==> src/rtl/ram_arbiter_if.sv <==
// Bundle of requester, clear and RAM-side signals shared between the arbiter
// (slave) and the requesters/RAM that surround it (master).
interface ram_arbiter_if #(
  parameter int AW = 12,
  parameter int DW = 32
);
  logic          req0, req1;
  logic          we0, we1;
  logic [AW-1:0] addr0, addr1;
  logic [DW-1:0] wdata0, wdata1;
  logic          ack0, ack1;
  logic [DW-1:0] rdata0, rdata1;
  logic          mclr_req;
  logic          mclr_ack;
  logic          busy;
  logic [AW-1:0] ram_address;
  logic [DW-1:0] ram_dataIn;
  logic [DW-1:0] ram_dataOut;
  logic          ram_sel, ram_str, ram_ld, ram_clr;

  modport slave (
    input  req0, req1, we0, we1, addr0, addr1, wdata0, wdata1, mclr_req, ram_dataOut,
    output ack0, ack1, rdata0, rdata1, mclr_ack, busy,
           ram_address, ram_dataIn, ram_sel, ram_str, ram_ld, ram_clr
  );

  modport master (
    output req0, req1, we0, we1, addr0, addr1, wdata0, wdata1, mclr_req, ram_dataOut,
    input  ack0, ack1, rdata0, rdata1, mclr_ack, busy,
           ram_address, ram_dataIn, ram_sel, ram_str, ram_ld, ram_clr
  );
endinterface

==> src/rtl/ram_arbiter.sv <==
// Round-robin two-port arbiter and sequencer for the shared single-port data RAM,
// with whole-memory clear taking priority over both ports.
module ram_arbiter #(
  parameter int AW = 12,
  parameter int DW = 32
) (
  input  logic          clk,
  input  logic          clr_n,
  ram_arbiter_if.slave  bus
);

  typedef enum logic [2:0] {IDLE, ISSUE, CAPT, CLEAR, DONE} state_t;

  state_t        state, state_nxt;
  logic          last;
  logic          gnt;
  logic          is_clr;
  logic          lat_we;
  logic [AW-1:0] lat_addr;
  logic [DW-1:0] lat_wdata;
  logic [DW-1:0] rdata0_q, rdata1_q;
  logic          any_req;
  logic          win;

  assign any_req = bus.req0 | bus.req1;
  // Under contention the port that did not win last time goes next.
  assign win     = (bus.req0 && bus.req1) ? ~last : bus.req1;

  always_ff @(posedge clk or negedge clr_n) begin
    if (!clr_n) begin
      state     <= IDLE;
      last      <= 1'b1;
      gnt       <= 1'b0;
      is_clr    <= 1'b0;
      lat_we    <= 1'b0;
      lat_addr  <= '0;
      lat_wdata <= '0;
      rdata0_q  <= '0;
      rdata1_q  <= '0;
    end else begin
      state <= state_nxt;
      if (state == IDLE) begin
        if (bus.mclr_req) begin
          is_clr <= 1'b1;
        end else if (any_req) begin
          is_clr    <= 1'b0;
          gnt       <= win;
          last      <= win;
          lat_we    <= win ? bus.we1    : bus.we0;
          lat_addr  <= win ? bus.addr1  : bus.addr0;
          lat_wdata <= win ? bus.wdata1 : bus.wdata0;
        end
      end
      if (state == CAPT) begin
        if (gnt) rdata1_q <= bus.ram_dataOut;
        else     rdata0_q <= bus.ram_dataOut;
      end
    end
  end

  always_comb begin
    state_nxt    = state;
    bus.ram_sel  = 1'b0;
    bus.ram_str  = 1'b0;
    bus.ram_ld   = 1'b0;
    bus.ram_clr  = 1'b0;
    bus.ack0     = 1'b0;
    bus.ack1     = 1'b0;
    bus.mclr_ack = 1'b0;
    unique case (state)
      IDLE: begin
        if (bus.mclr_req)  state_nxt = CLEAR;
        else if (any_req)  state_nxt = ISSUE;
      end
      ISSUE: begin
        bus.ram_sel = 1'b1;
        bus.ram_str = lat_we;
        bus.ram_ld  = ~lat_we;
        state_nxt   = lat_we ? DONE : CAPT;
      end
      CAPT: state_nxt = DONE;
      CLEAR: begin
        bus.ram_sel = 1'b1;
        bus.ram_clr = 1'b1;
        state_nxt   = DONE;
      end
      DONE: begin
        bus.mclr_ack = is_clr;
        bus.ack0     = ~is_clr & ~gnt;
        bus.ack1     = ~is_clr &  gnt;
        state_nxt    = IDLE;
      end
      default: state_nxt = IDLE;
    endcase
  end

  assign bus.busy        = (state != IDLE);
  assign bus.ram_address = lat_addr;
  assign bus.ram_dataIn  = lat_wdata;
  assign bus.rdata0      = rdata0_q;
  assign bus.rdata1      = rdata1_q;

endmodule

==> src/flat_wrapper.sv <==
// flat-port wrapper written by rule: the top's interface ports become plain ports
module ram_arbiter_flat 
#(
  parameter int AW = 12,
  parameter int DW = 32
)
  (clk, clr_n, bus_req0, bus_req1, bus_we0, bus_we1, bus_addr0, bus_addr1, bus_wdata0, bus_wdata1, bus_mclr_req, bus_ram_dataOut, bus_ack0, bus_ack1, bus_rdata0, bus_rdata1, bus_mclr_ack, bus_busy, bus_ram_address, bus_ram_dataIn, bus_ram_sel, bus_ram_str, bus_ram_ld, bus_ram_clr);
  ram_arbiter_if #(.AW(AW), .DW(DW)) bus_i ();
  input  logic clk;
  input  logic clr_n;
  input wire logic [$bits(bus_i.req0)-1:0] bus_req0;
  input wire logic [$bits(bus_i.req1)-1:0] bus_req1;
  input wire logic [$bits(bus_i.we0)-1:0] bus_we0;
  input wire logic [$bits(bus_i.we1)-1:0] bus_we1;
  input wire logic [$bits(bus_i.addr0)-1:0] bus_addr0;
  input wire logic [$bits(bus_i.addr1)-1:0] bus_addr1;
  input wire logic [$bits(bus_i.wdata0)-1:0] bus_wdata0;
  input wire logic [$bits(bus_i.wdata1)-1:0] bus_wdata1;
  input wire logic [$bits(bus_i.mclr_req)-1:0] bus_mclr_req;
  input wire logic [$bits(bus_i.ram_dataOut)-1:0] bus_ram_dataOut;
  output wire logic [$bits(bus_i.ack0)-1:0] bus_ack0;
  output wire logic [$bits(bus_i.ack1)-1:0] bus_ack1;
  output wire logic [$bits(bus_i.rdata0)-1:0] bus_rdata0;
  output wire logic [$bits(bus_i.rdata1)-1:0] bus_rdata1;
  output wire logic [$bits(bus_i.mclr_ack)-1:0] bus_mclr_ack;
  output wire logic [$bits(bus_i.busy)-1:0] bus_busy;
  output wire logic [$bits(bus_i.ram_address)-1:0] bus_ram_address;
  output wire logic [$bits(bus_i.ram_dataIn)-1:0] bus_ram_dataIn;
  output wire logic [$bits(bus_i.ram_sel)-1:0] bus_ram_sel;
  output wire logic [$bits(bus_i.ram_str)-1:0] bus_ram_str;
  output wire logic [$bits(bus_i.ram_ld)-1:0] bus_ram_ld;
  output wire logic [$bits(bus_i.ram_clr)-1:0] bus_ram_clr;
  assign bus_i.req0 = bus_req0;
  assign bus_i.req1 = bus_req1;
  assign bus_i.we0 = bus_we0;
  assign bus_i.we1 = bus_we1;
  assign bus_i.addr0 = bus_addr0;
  assign bus_i.addr1 = bus_addr1;
  assign bus_i.wdata0 = bus_wdata0;
  assign bus_i.wdata1 = bus_wdata1;
  assign bus_i.mclr_req = bus_mclr_req;
  assign bus_i.ram_dataOut = bus_ram_dataOut;
  assign bus_ack0 = bus_i.ack0;
  assign bus_ack1 = bus_i.ack1;
  assign bus_rdata0 = bus_i.rdata0;
  assign bus_rdata1 = bus_i.rdata1;
  assign bus_mclr_ack = bus_i.mclr_ack;
  assign bus_busy = bus_i.busy;
  assign bus_ram_address = bus_i.ram_address;
  assign bus_ram_dataIn = bus_i.ram_dataIn;
  assign bus_ram_sel = bus_i.ram_sel;
  assign bus_ram_str = bus_i.ram_str;
  assign bus_ram_ld = bus_i.ram_ld;
  assign bus_ram_clr = bus_i.ram_clr;
  ram_arbiter #(.AW(AW), .DW(DW)) u_core (.clk(clk), .clr_n(clr_n), .bus(bus_i));
endmodule
==> config.mk <==
export PLATFORM = sky130hd
export DESIGN_NAME = ram_arbiter_flat
export DESIGN_NICKNAME = d
export VERILOG_FILES = /design/src/rtl/ram_arbiter_if.sv /design/src/rtl/ram_arbiter.sv /design/src/flat_wrapper.sv
export SDC_FILE = /design/constraint.sdc
export NUM_CORES = 1
export LEC_CHECK = 0
export CAP_MARGIN = 15
export CORE_UTILIZATION = 37
export DETAILED_ROUTE_END_ITERATION = 16
export GPL_TIMING_DRIVEN = 0
export PLACE_DENSITY_LB_ADDON = 0.08
export SKIP_CTS_REPAIR_TIMING = 1
export SYNTH_ARGS = -nofsm -noshare
export SYNTH_HDL_FRONTEND = slang
export SYNTH_SLANG_ARGS = --single-unit
==> constraint.sdc <==
create_clock -name clk -period 1.75 [get_ports clk]
set_clock_uncertainty 0.1 [all_clocks]
set_input_delay 0.35 -clock clk [delete_from_list [all_inputs] [get_ports clk]]
set_output_delay 0.35 -clock clk [all_outputs]
set_load 0.02 [all_outputs]
# Word level (Yosys, flattened, before mapping)
# Index checks and enable logic that the tools add are counted.
# W data, S select, Z words.
# totals
ff_bits	115
inputBits	127
output_inout_bits	116
wordCells	49
# op_classes
eq_ne	5
n_mux	17
bitwise	8
n_reduce_logical	10
# op_table
operator	count
$mux W32	1
$mux W12	1
$mux W1	11
$mux W3	3
$pmux W3 S3	1
$eq A3 B2 Y1 const B	2
$reduce_and A2 Y1	3
$not A1 Y1	5
$reduce_or A2 Y1	2
$eq A3 B1 Y1 const B	1
$eq A3 B3 Y1 const B	1
$logic_not A3 Y1	1
$ne A3 B2 Y1 const B	1
$reduce_and A3 Y1	1
$reduce_bool A3 Y1	1
$and A1 B1 Y1	2
$reduce_bool A2 Y1	1
$logic_and A1 B1 Y1	1
$or A1 B1 Y1	1

# Depth between registers and ports, before layout
# Gate-level depths: netlist of run 1.
# logic_depth
word_depth	4
depth_mapped	6
depth_no_buf	3

# Least setup slack after synthesis of run 1
# OpenSTA, ideal clock, no wires.
# synth_timing
kind	reg-to-reg
from	register u_core.state[1]
to	register u_core.lat_wdata[10] (netlist: u_core.bus.ram_dataIn[10])
setup_ps	125
arrival_ps	1760
required_ps	1525
path_slack_ps	-235
path_stages_with_launch	7
path_buffers	3
synth_period_minus_slack_ps	1985
cell_sequence	dfrtp_1 or3_1 buf_2 nor3_4 buf_6 buf_12 mux2_4
# synth_via
elab_chain_cells	2
# synth_lines
item	line	source
start, declared	ram_arbiter.sv:14	state_t state, state_nxt;
start signal, assigned	ram_arbiter.sv:41	state <= state_nxt;
$logic_not A3 Y1	ram_arbiter.sv:42	if (state == IDLE) begin
$reduce_and A3 Y1 (no line)	--	
end signal, assigned	ram_arbiter.sv:51	lat_wdata <= win ? bus.wdata1 : bus.wdata0;
end, declared	ram_arbiter.sv:20	logic [DW-1:0] lat_wdata;
# No other way between the ends.
# A chain may end at the register's enable or synchronous reset.

# Final worst setup path of run 1
# layout_timing
from	register u_core.state[0]
to	register u_core.lat_wdata[11] (netlist: u_core.bus.ram_dataIn[11])
# The elaborated chain is that of the path after synthesis.

==> results of run 1 <==
-- worst min-delay path by stage --
stage	depth (start not counted)	slack, ns	endpoint
2_1_floorplan	0	-0.05	u_core.bus.ram_address[0]$_DFFE_PN0P_
3_3_place_gp	1	0.37	u_core.bus.rdata1[6]$_DFFE_PN0P_
3_5_place_dp	1	0.26	u_core.bus.ram_dataIn[3]$_DFFE_PN0P_
4_1_cts	1	-0.17	u_core.bus.ram_dataIn[3]$_DFFE_PN0P_
5_1_grt	1	0.39	u_core.bus.rdata1[6]$_DFFE_PN0P_
6_report	1	0.38	u_core.bus.rdata1[6]$_DFFE_PN0P_
-- cell usage after synthesis (all sizes together) --
| cell type | instances |
|---|---|
| mux2 | 157 |
| dfrtp | 114 |
| buf | 13 |
| clkbuf | 5 |
| nor2 | 3 |
| nor3 | 3 |
| a21oi | 2 |
| nor3b | 2 |
| o21ai | 2 |
| a21boi | 1 |
| and2 | 1 |
| and3 | 1 |
| and3b | 1 |
| dfstp | 1 |
| inv | 1 |
| nand2 | 1 |
| nor2b | 1 |
| nor4b | 1 |
| nor4bb | 1 |
| or3 | 1 |
-- registers in the layout, summed over array words and instances, names as in the netlist --
register / count
u_core.bus.ram_dataIn: 32
u_core.bus.rdata0: 32
u_core.bus.rdata1: 32
u_core.bus.ram_address: 12
u_core.state: 3
u_core.gnt: 1
u_core.is_clr: 1
u_core.last: 1
u_core.lat_we: 1
-- metrics by stage --
stage	util, %	cell area (µm²)
final	68.5	9070
after global routing	68.5	9070
after CTS	63.0	8340
after detailed placement	58.3	7720
after global placement	58.1	7690
after floorplan	-	5050
-- power breakdown --
part	switching, mW	internal (mW)	total (mW)
sequential	0.723	4.04	4.77
clock	1.14	2.44	3.58
combinational	3.53	4.62	8.15
total	5.40	11.1	16.5
-- area by class of cell --
class | instances | area share [%]
flip-flops and latches | 115 | 31.8
plain buffers | 17 | 2.52
inverters | 1 | 0.0414
well taps | 176 | 2.43
clock inverters | 11 | 1.74
clock buffers | 21 | 5.08
repair buffers | 263 | 32.9
multi-input cells | 178 | 23.5
-- critical path, cell delays in order (launching register included) --
cell and delay (ns):
sky130_fd_sc_hd__dfrtp_2 0.46, sky130_fd_sc_hd__or3_4 0.43, sky130_fd_sc_hd__nor3_4 0.24, sky130_fd_sc_hd__buf_8 0.21, sky130_fd_sc_hd__clkbuf_16 0.17, sky130_fd_sc_hd__mux2_4 0.30
-- logic make-up (layout without fill, tap and decap cells) --
group / Yosys count / count (layout) / share of synthesized area [%]
AOI/OAI and AO/OA: 5 / 5 / 0.546
buffers and inverters: 19 / 313 / 2.80
DFF: 115 / 115 / 57.1
muxes: 157 / 157 / 37.3
and+or+nand+nor: 16 / 16 / 2.28
-- layer usage --
| layer | track usage [%] | vias to the layer above | share of wire (%) |
|---|---|---|---|
| li1 | - | 1689 | - |
| met3 | 7.34 | 13 | 7.6 |
| met4 | 8.15 | 0 | 1.3 |
| met5 | 0 | - | 0 |
| met1 | 21.5 | 1823 | 40 |
| met2 | 32.3 | 144 | 51 |
==> metrics.txt, run 1 <==
# TYPE chip_impl_metric gauge
chip_impl_metric{name="final_net_count",unit=""} 720
chip_impl_metric{name="slew_headroom",unit="%"} 62.5
chip_impl_metric{name="dr_total_vias",unit=""} 3669
chip_impl_metric{name="setup_violations",unit=""} 92
chip_impl_metric{name="routed_wire_length_per_instance",unit="µm"} 17.4
chip_impl_metric{name="setup_total_negative_slack",unit="ns"} -13.63
chip_impl_metric{name="die_width",unit="µm"} 119
chip_impl_metric{name="cts_htree_levels",unit=""} 4
chip_impl_metric{name="synth.yosys.seq_area_share",unit="%"} 57.1
chip_impl_metric{name="cts.sink_count",unit=""} 115
chip_impl_metric{name="power.density",unit="mW/mm²"} 1820
chip_impl_metric{name="r2r_setup_slack",unit="ns"} -0.28
chip_impl_metric{name="largest_fanout_on_the_critical_path",unit=""} 9
chip_impl_info{name="cts.root.buffer_cell",value="sky130_fd_sc_hd__clkbuf_16"} 1
chip_impl_metric{name="io_pins",unit=""} 243
chip_impl_metric{name="finalHoldViolations",unit=""} 0
chip_impl_metric{name="initial_core_util",unit="%"} 38.1
chip_impl_metric{name="grt_pass1_vias",unit=""} 3811
chip_impl_info{name="final_common_cell",value="sky130_fd_sc_hd__clkdlybuf4s50_1"} 1
chip_impl_metric{name="irDropWorstVdd",unit="mV"} 0.995
chip_impl_metric{name="synth.yosys.warnings",unit=""} 0
chip_impl_metric{name="crit_required",unit="ns"} 1.93
chip_impl_info{name="startpoint",value="u_core.state[0]$_DFFE_PN0P_"} 1
chip_impl_metric{name="final_antenna_net_count",unit=""} 0
chip_impl_metric{name="postSynthRegisterBits",unit=""} 115
chip_impl_metric{name="maxCapViolations",unit=""} 0
chip_impl_metric{name="route.final.wire_length",unit="µm"} 13600
chip_impl_info{name="violations",value="negative setup slack"} 1
chip_impl_metric{name="final.min_clock_period",unit="ns"} 2.03
chip_impl_metric{name="detailedRoute.firstIterationViolations",unit=""} 106
chip_impl_metric{name="tritoncts_buffer_count",unit=""} 17
chip_impl_info{name="reg2reg_to",value="u_core.bus.ram_dataIn[11]$_DFFE_PN0P_"} 1
chip_impl_metric{name="routed_via_density",unit=""} 4.69
chip_impl_metric{name="worst-slew-pin-transition",unit="ns"} 0.563
chip_impl_metric{name="port-buffer-count",unit=""} 242
chip_impl_metric{name="grt_antenna_before_repair",unit=""} 0
chip_impl_metric{name="postSynthNetCount",unit=""} 439
chip_impl_info{name="timing.hold.worst.class",value="reg -> reg"} 1
chip_impl_info{name="cts_tree",value="built"} 1
chip_impl_metric{name="core_region_area",unit="mm²"} 0.0132
chip_impl_metric{name="post-route-period-util",unit="%"} 116
chip_impl_metric{name="final-max-slew-violation-count",unit=""} 0
chip_impl_metric{name="grt_pass1_wl",unit="µm"} 20400
chip_impl_metric{name="drive_gt1_share",unit="%"} 40.4
chip_impl_metric{name="num_rows",unit=""} 42
chip_impl_metric{name="synthCells",unit=""} 312
chip_impl_metric{name="die_area",unit="mm²"} 0.0141
chip_impl_metric{name="cts.clk_slew.worst_paths",unit="ns"} 0.05
chip_impl_info{name="outcome",value="finished, violations left"} 1
chip_impl_info{name="netlist.top_cell.by_area",value="sky130_fd_sc_hd__dfrtp_1"} 1
chip_impl_metric{name="synth.avg_cell_area",unit="µm²"} 16.2
chip_impl_metric{name="final_critical_path_setup_slack",unit="ns"} -0.282
chip_impl_metric{name="worst_slack_after_detailed_placement",unit="ns"} -0.959
chip_impl_metric{name="antennaDiodeCount",unit=""} 0
chip_impl_metric{name="fillerInstances",unit=""} 970
chip_impl_info{name="crit-reg2reg-launch",value="u_core.state[0]$_DFFE_PN0P_"} 1
chip_impl_info{name="min_delay_startpoint",value="u_core.bus.rdata1[6]$_DFFE_PN0P_"} 1
chip_impl_info{name="layout_common_cells",value="125 x sky130_fd_sc_hd__clkdlybuf4s50_1, 110 x sky130_fd_sc_hd__dfrtp_1, 108 x sky130_fd_sc_hd__dlymetal6s2s_1"} 1
chip_impl_metric{name="multi_input_area",unit="mm²"} 0.00213
chip_impl_metric{name="place_congestion",unit=""} 0.747
chip_impl_metric{name="grt_max_degree",unit=""} 59
chip_impl_metric{name="hold_ws",unit="ns"} 0.376
chip_impl_metric{name="overflow",unit=""} 0
chip_impl_metric{name="drt_drc_violations_left",unit=""} 0
chip_impl_metric{name="detailed_place_hpwl",unit="µm"} 9560
chip_impl_info{name="crit_end",value="u_core.bus.ram_dataIn[11]$_DFFE_PN0P_"} 1
chip_impl_metric{name="fmax",unit="GHz"} 0.492
chip_impl_metric{name="grt.total_usage",unit="%"} 19.1
chip_impl_metric{name="logic_depth_of_the_worst_register_to_register_path",unit=""} 5
chip_impl_metric{name="mappedNetlistArea",unit="mm²"} 0.00504
chip_impl_info{name="worstSetupPathType",value="reg -> reg"} 1
chip_impl_metric{name="detailedRoute.firstPassIterationCount",unit=""} 4
chip_impl_metric{name="post-place-cells",unit=""} 731
chip_impl_metric{name="clock_path_buffers",unit=""} 2
chip_impl_metric{name="total_leakage_power",unit="nW"} 4.82
chip_impl_info{name="rsz0062_at_grt",value="yes"} 1
chip_impl_metric{name="post_synth_num_cell_types",unit=""} 26
chip_impl_metric{name="clk-insertion-delay-late",unit="ns"} 0.40
chip_impl_metric{name="storage_cell_area",unit="mm²"} 0.00288
chip_impl_metric{name="die_y",unit="µm"} 119
chip_impl_metric{name="syn2layout_area_growth",unit="%"} 79.8
chip_impl_metric{name="synth_top_area_share",unit="%"} 56.6
chip_impl_info{name="synth_area_leaders",value="sky130_fd_sc_hd__dfrtp_1 57%, sky130_fd_sc_hd__mux2_2 28%, sky130_fd_sc_hd__mux2_4 8.9%, sky130_fd_sc_hd__buf_12 1.2%, sky130_fd_sc_hd__buf_2 0.79%"} 1
chip_impl_info{name="crit_path_end_kind",value="flip-flop"} 1
chip_impl_info{name="startpoint_type",value="flip-flop"} 1
chip_impl_metric{name="arrival",unit="ns"} 2.22
chip_impl_metric{name="fin_cells",unit=""} 782
chip_impl_metric{name="design_power_total",unit="mW"} 16.5
(Power assumes the default switching activity.)
==> inputs of run 2 (changes only) <==
--- a/config.mk
+++ b/config.mk
@@ -6,6 +6,7 @@
 export NUM_CORES = 1
 export LEC_CHECK = 0
 export CAP_MARGIN = 15
+export CORE_ASPECT_RATIO = 0.7
 export CORE_UTILIZATION = 37
 export DETAILED_ROUTE_END_ITERATION = 16
 export GPL_TIMING_DRIVEN = 0
==> run 2 against run 1 <==
The run still ends with negative setup slack left. Sequential cell count stayed put. Non-clock buffer count is 9 higher. Final cell count is 2.2% higher. Sequential power hardly changed. Via count is 0.63% higher. Global-route usage is 0.32 points higher. Register-to-register slack worse by 0.03 ns. Largest cell class unchanged.
==> metrics.txt, run 2 (synthesis gave the netlist of run 1 again) <==
# TYPE chip_impl_metric gauge
chip_impl_metric{name="finalHoldViolations",unit=""} 0
chip_impl_metric{name="final.min_clock_period",unit="ns"} 2.06
chip_impl_metric{name="place_congestion",unit=""} 0.723
chip_impl_info{name="cts_tree",value="built"} 1
chip_impl_metric{name="grt.total_usage",unit="%"} 19.5
chip_impl_metric{name="detailed_place_hpwl",unit="µm"} 9710
chip_impl_info{name="worstSetupPathType",value="reg -> reg"} 1
chip_impl_metric{name="grt_use_met1",unit="%"} 24.4
chip_impl_metric{name="clock_path_buffers",unit=""} 2
chip_impl_metric{name="drt_drc_violations_left",unit=""} 0
chip_impl_metric{name="core_region_area",unit="mm²"} 0.0132
chip_impl_info{name="cts.root.buffer_cell",value="sky130_fd_sc_hd__clkbuf_16"} 1
chip_impl_metric{name="crit_required",unit="ns"} 1.93
chip_impl_metric{name="die_width",unit="µm"} 142
chip_impl_metric{name="worst-slew-pin-transition",unit="ns"} 0.443
chip_impl_metric{name="io_pins",unit=""} 243
chip_impl_metric{name="tritoncts_buffer_count",unit=""} 17
chip_impl_metric{name="die_y",unit="µm"} 99.7
chip_impl_metric{name="design_power_total",unit="mW"} 15.9
chip_impl_metric{name="maxCapViolations",unit=""} 0
chip_impl_metric{name="routed_wire_length_per_instance",unit="µm"} 17.5
chip_impl_metric{name="final-max-slew-violation-count",unit=""} 0
chip_impl_info{name="violations",value="negative setup slack"} 1
chip_impl_metric{name="setup_violations",unit=""} 66
chip_impl_metric{name="cts.clk_slew.worst_paths",unit="ns"} 0.05
chip_impl_metric{name="cts_htree_levels",unit=""} 4
chip_impl_metric{name="grt_max_degree",unit=""} 71
chip_impl_metric{name="grt_pass1_wl",unit="µm"} 20800
chip_impl_metric{name="slew_headroom",unit="%"} 70.5
chip_impl_metric{name="total_leakage_power",unit="nW"} 4.79
chip_impl_info{name="rsz0062_at_grt",value="yes"} 1
chip_impl_metric{name="met2_demand_to_capacity_share_in_global_routing",unit="%"} 30.5
chip_impl_metric{name="grt_pass1_vias",unit=""} 3827
chip_impl_info{name="reg2reg_to",value="u_core.bus.ram_dataIn[6]$_DFFE_PN0P_"} 1
chip_impl_metric{name="syn2layout_area_growth",unit="%"} 78.6
chip_impl_info{name="layout_common_cells",value="125 x sky130_fd_sc_hd__clkdlybuf4s50_1, 110 x sky130_fd_sc_hd__dfrtp_1, 109 x sky130_fd_sc_hd__dlymetal6s2s_1"} 1
chip_impl_info{name="final_common_cell",value="sky130_fd_sc_hd__clkdlybuf4s50_1"} 1
chip_impl_metric{name="r2r_setup_slack",unit="ns"} -0.31
chip_impl_metric{name="initial_core_util",unit="%"} 38.1
chip_impl_metric{name="detailedRoute.firstPassIterationCount",unit=""} 4
chip_impl_metric{name="final_antenna_net_count",unit=""} 0
chip_impl_metric{name="largest_fanout_on_the_critical_path",unit=""} 8
chip_impl_metric{name="final_critical_path_setup_slack",unit="ns"} -0.311
chip_impl_metric{name="irDropWorstVdd",unit="mV"} 0.983
chip_impl_info{name="startpoint_type",value="flip-flop"} 1
chip_impl_info{name="timing.hold.worst.class",value="in -> async"} 1
chip_impl_metric{name="fillerInstances",unit=""} 927
chip_impl_metric{name="port-buffer-count",unit=""} 242
chip_impl_metric{name="power.density",unit="mW/mm²"} 1770
chip_impl_metric{name="clk-insertion-delay-late",unit="ns"} 0.40
chip_impl_info{name="outcome",value="finished, violations left"} 1
chip_impl_metric{name="antennaDiodeCount",unit=""} 0
chip_impl_metric{name="route.final.wire_length",unit="µm"} 14000
chip_impl_info{name="crit-reg2reg-launch",value="u_core.state[0]$_DFFE_PN0P_"} 1
chip_impl_metric{name="arrival",unit="ns"} 2.24
chip_impl_metric{name="post-route-period-util",unit="%"} 118
chip_impl_metric{name="final_net_count",unit=""} 729
chip_impl_metric{name="cts.sink_count",unit=""} 115
chip_impl_metric{name="utilization_after_layout",unit="%"} 68.1
chip_impl_metric{name="logic_depth_of_the_worst_register_to_register_path",unit=""} 5
chip_impl_metric{name="num_rows",unit=""} 35
chip_impl_metric{name="detailedRoute.firstIterationViolations",unit=""} 85
chip_impl_metric{name="overflow",unit=""} 0
chip_impl_metric{name="die_area",unit="mm²"} 0.0141
chip_impl_info{name="top_usage_layer",value="met2"} 1
chip_impl_metric{name="drive_gt1_share",unit="%"} 41.0
chip_impl_metric{name="routed_via_density",unit=""} 4.62
chip_impl_metric{name="dr_total_vias",unit=""} 3692
chip_impl_metric{name="fmax",unit="GHz"} 0.485
chip_impl_metric{name="gr-usage-met3",unit="%"} 7.66
chip_impl_info{name="crit_path_end_kind",value="flip-flop"} 1
chip_impl_metric{name="hold_ws",unit="ns"} 0.364
chip_impl_metric{name="worst_slack_after_detailed_placement",unit="ns"} -1.01
chip_impl_metric{name="grt_antenna_before_repair",unit=""} 0
[run 2: worst max-delay path, stage by stage (launching register included)]
cell and delay [ns]:
sky130_fd_sc_hd__dfrtp_2 0.45, sky130_fd_sc_hd__or3_4 0.44, sky130_fd_sc_hd__nor3_4 0.27, sky130_fd_sc_hd__buf_8 0.21
sky130_fd_sc_hd__clkbuf_16 0.17, sky130_fd_sc_hd__mux2_4 0.29
[run 2: layout make-up]
type	count	area (µm²)	share of cell area (%)
multi-input combinational	178	2120	23.5
inverter	1	3.75	0.0417
tap	185	231	2.57
timing repair buffer	272	3050	33.8
clock buffer	18	429	4.76
sequential	115	2880	32.0
buffer	17	206	2.29
clock inverter	13	88.8	0.986
[run 2: worst max path at each step]
| stage | slack, ns | end | startpoint | cells past startpoint |
|---|---|---|---|---|
| final | -0.31 | u_core.bus.ram_dataIn[6]$_DFFE_PN0P_ | u_core.state[0]$_DFFE_PN0P_ | 5 |
| after global routing | -0.36 | u_core.bus.ram_dataIn[28]$_DFFE_PN0P_ | u_core.state[0]$_DFFE_PN0P_ | 5 |
| after CTS | -0.70 | bus_ram_ld | u_core.state[0]$_DFFE_PN0P_ | 3 |
| after global placement | -4.27 | u_core.bus.rdata0[8]$_DFFE_PN0P_ | clr_n | 1 |
| after floorplan | -0.21 | u_core.bus.ram_dataIn[10]$_DFFE_PN0P_ | u_core.state[1]$_DFFE_PN0P_ | 6 |
| after detailed placement | -1.01 | u_core.bus.ram_dataIn[24]$_DFFE_PN0P_ | bus_req1 | 6 |
[run 2: per-stage QoR]
step | instance area [µm²] | setup TNS [ns] | cells
6_report | 9010 | -13.45 | 799
5_1_grt | 9010 | -19.62 | 799
4_1_cts | 8250 | -47.18 | 771
3_5_place_dp | 7730 | -53.70 | 740
3_3_place_gp | 7700 | -539.62 | 739
2_1_floorplan | 5050 | -8.30 | 312
[run 2: metal layers]
metal	vias up	share of wire [%]
met3	13	8.6
met2	138	47
met4	0	1.0
li1	1714	-
met5	-	0
met1	1827	44
[run 2: where the power goes]
part	leakage [nW]	total, mW	switching [mW]	internal [mW]
logic	3.18	8.12	3.53	4.59
registers	1.37	4.78	0.742	4.04
clock network	0.244	3.03	1.24	1.79
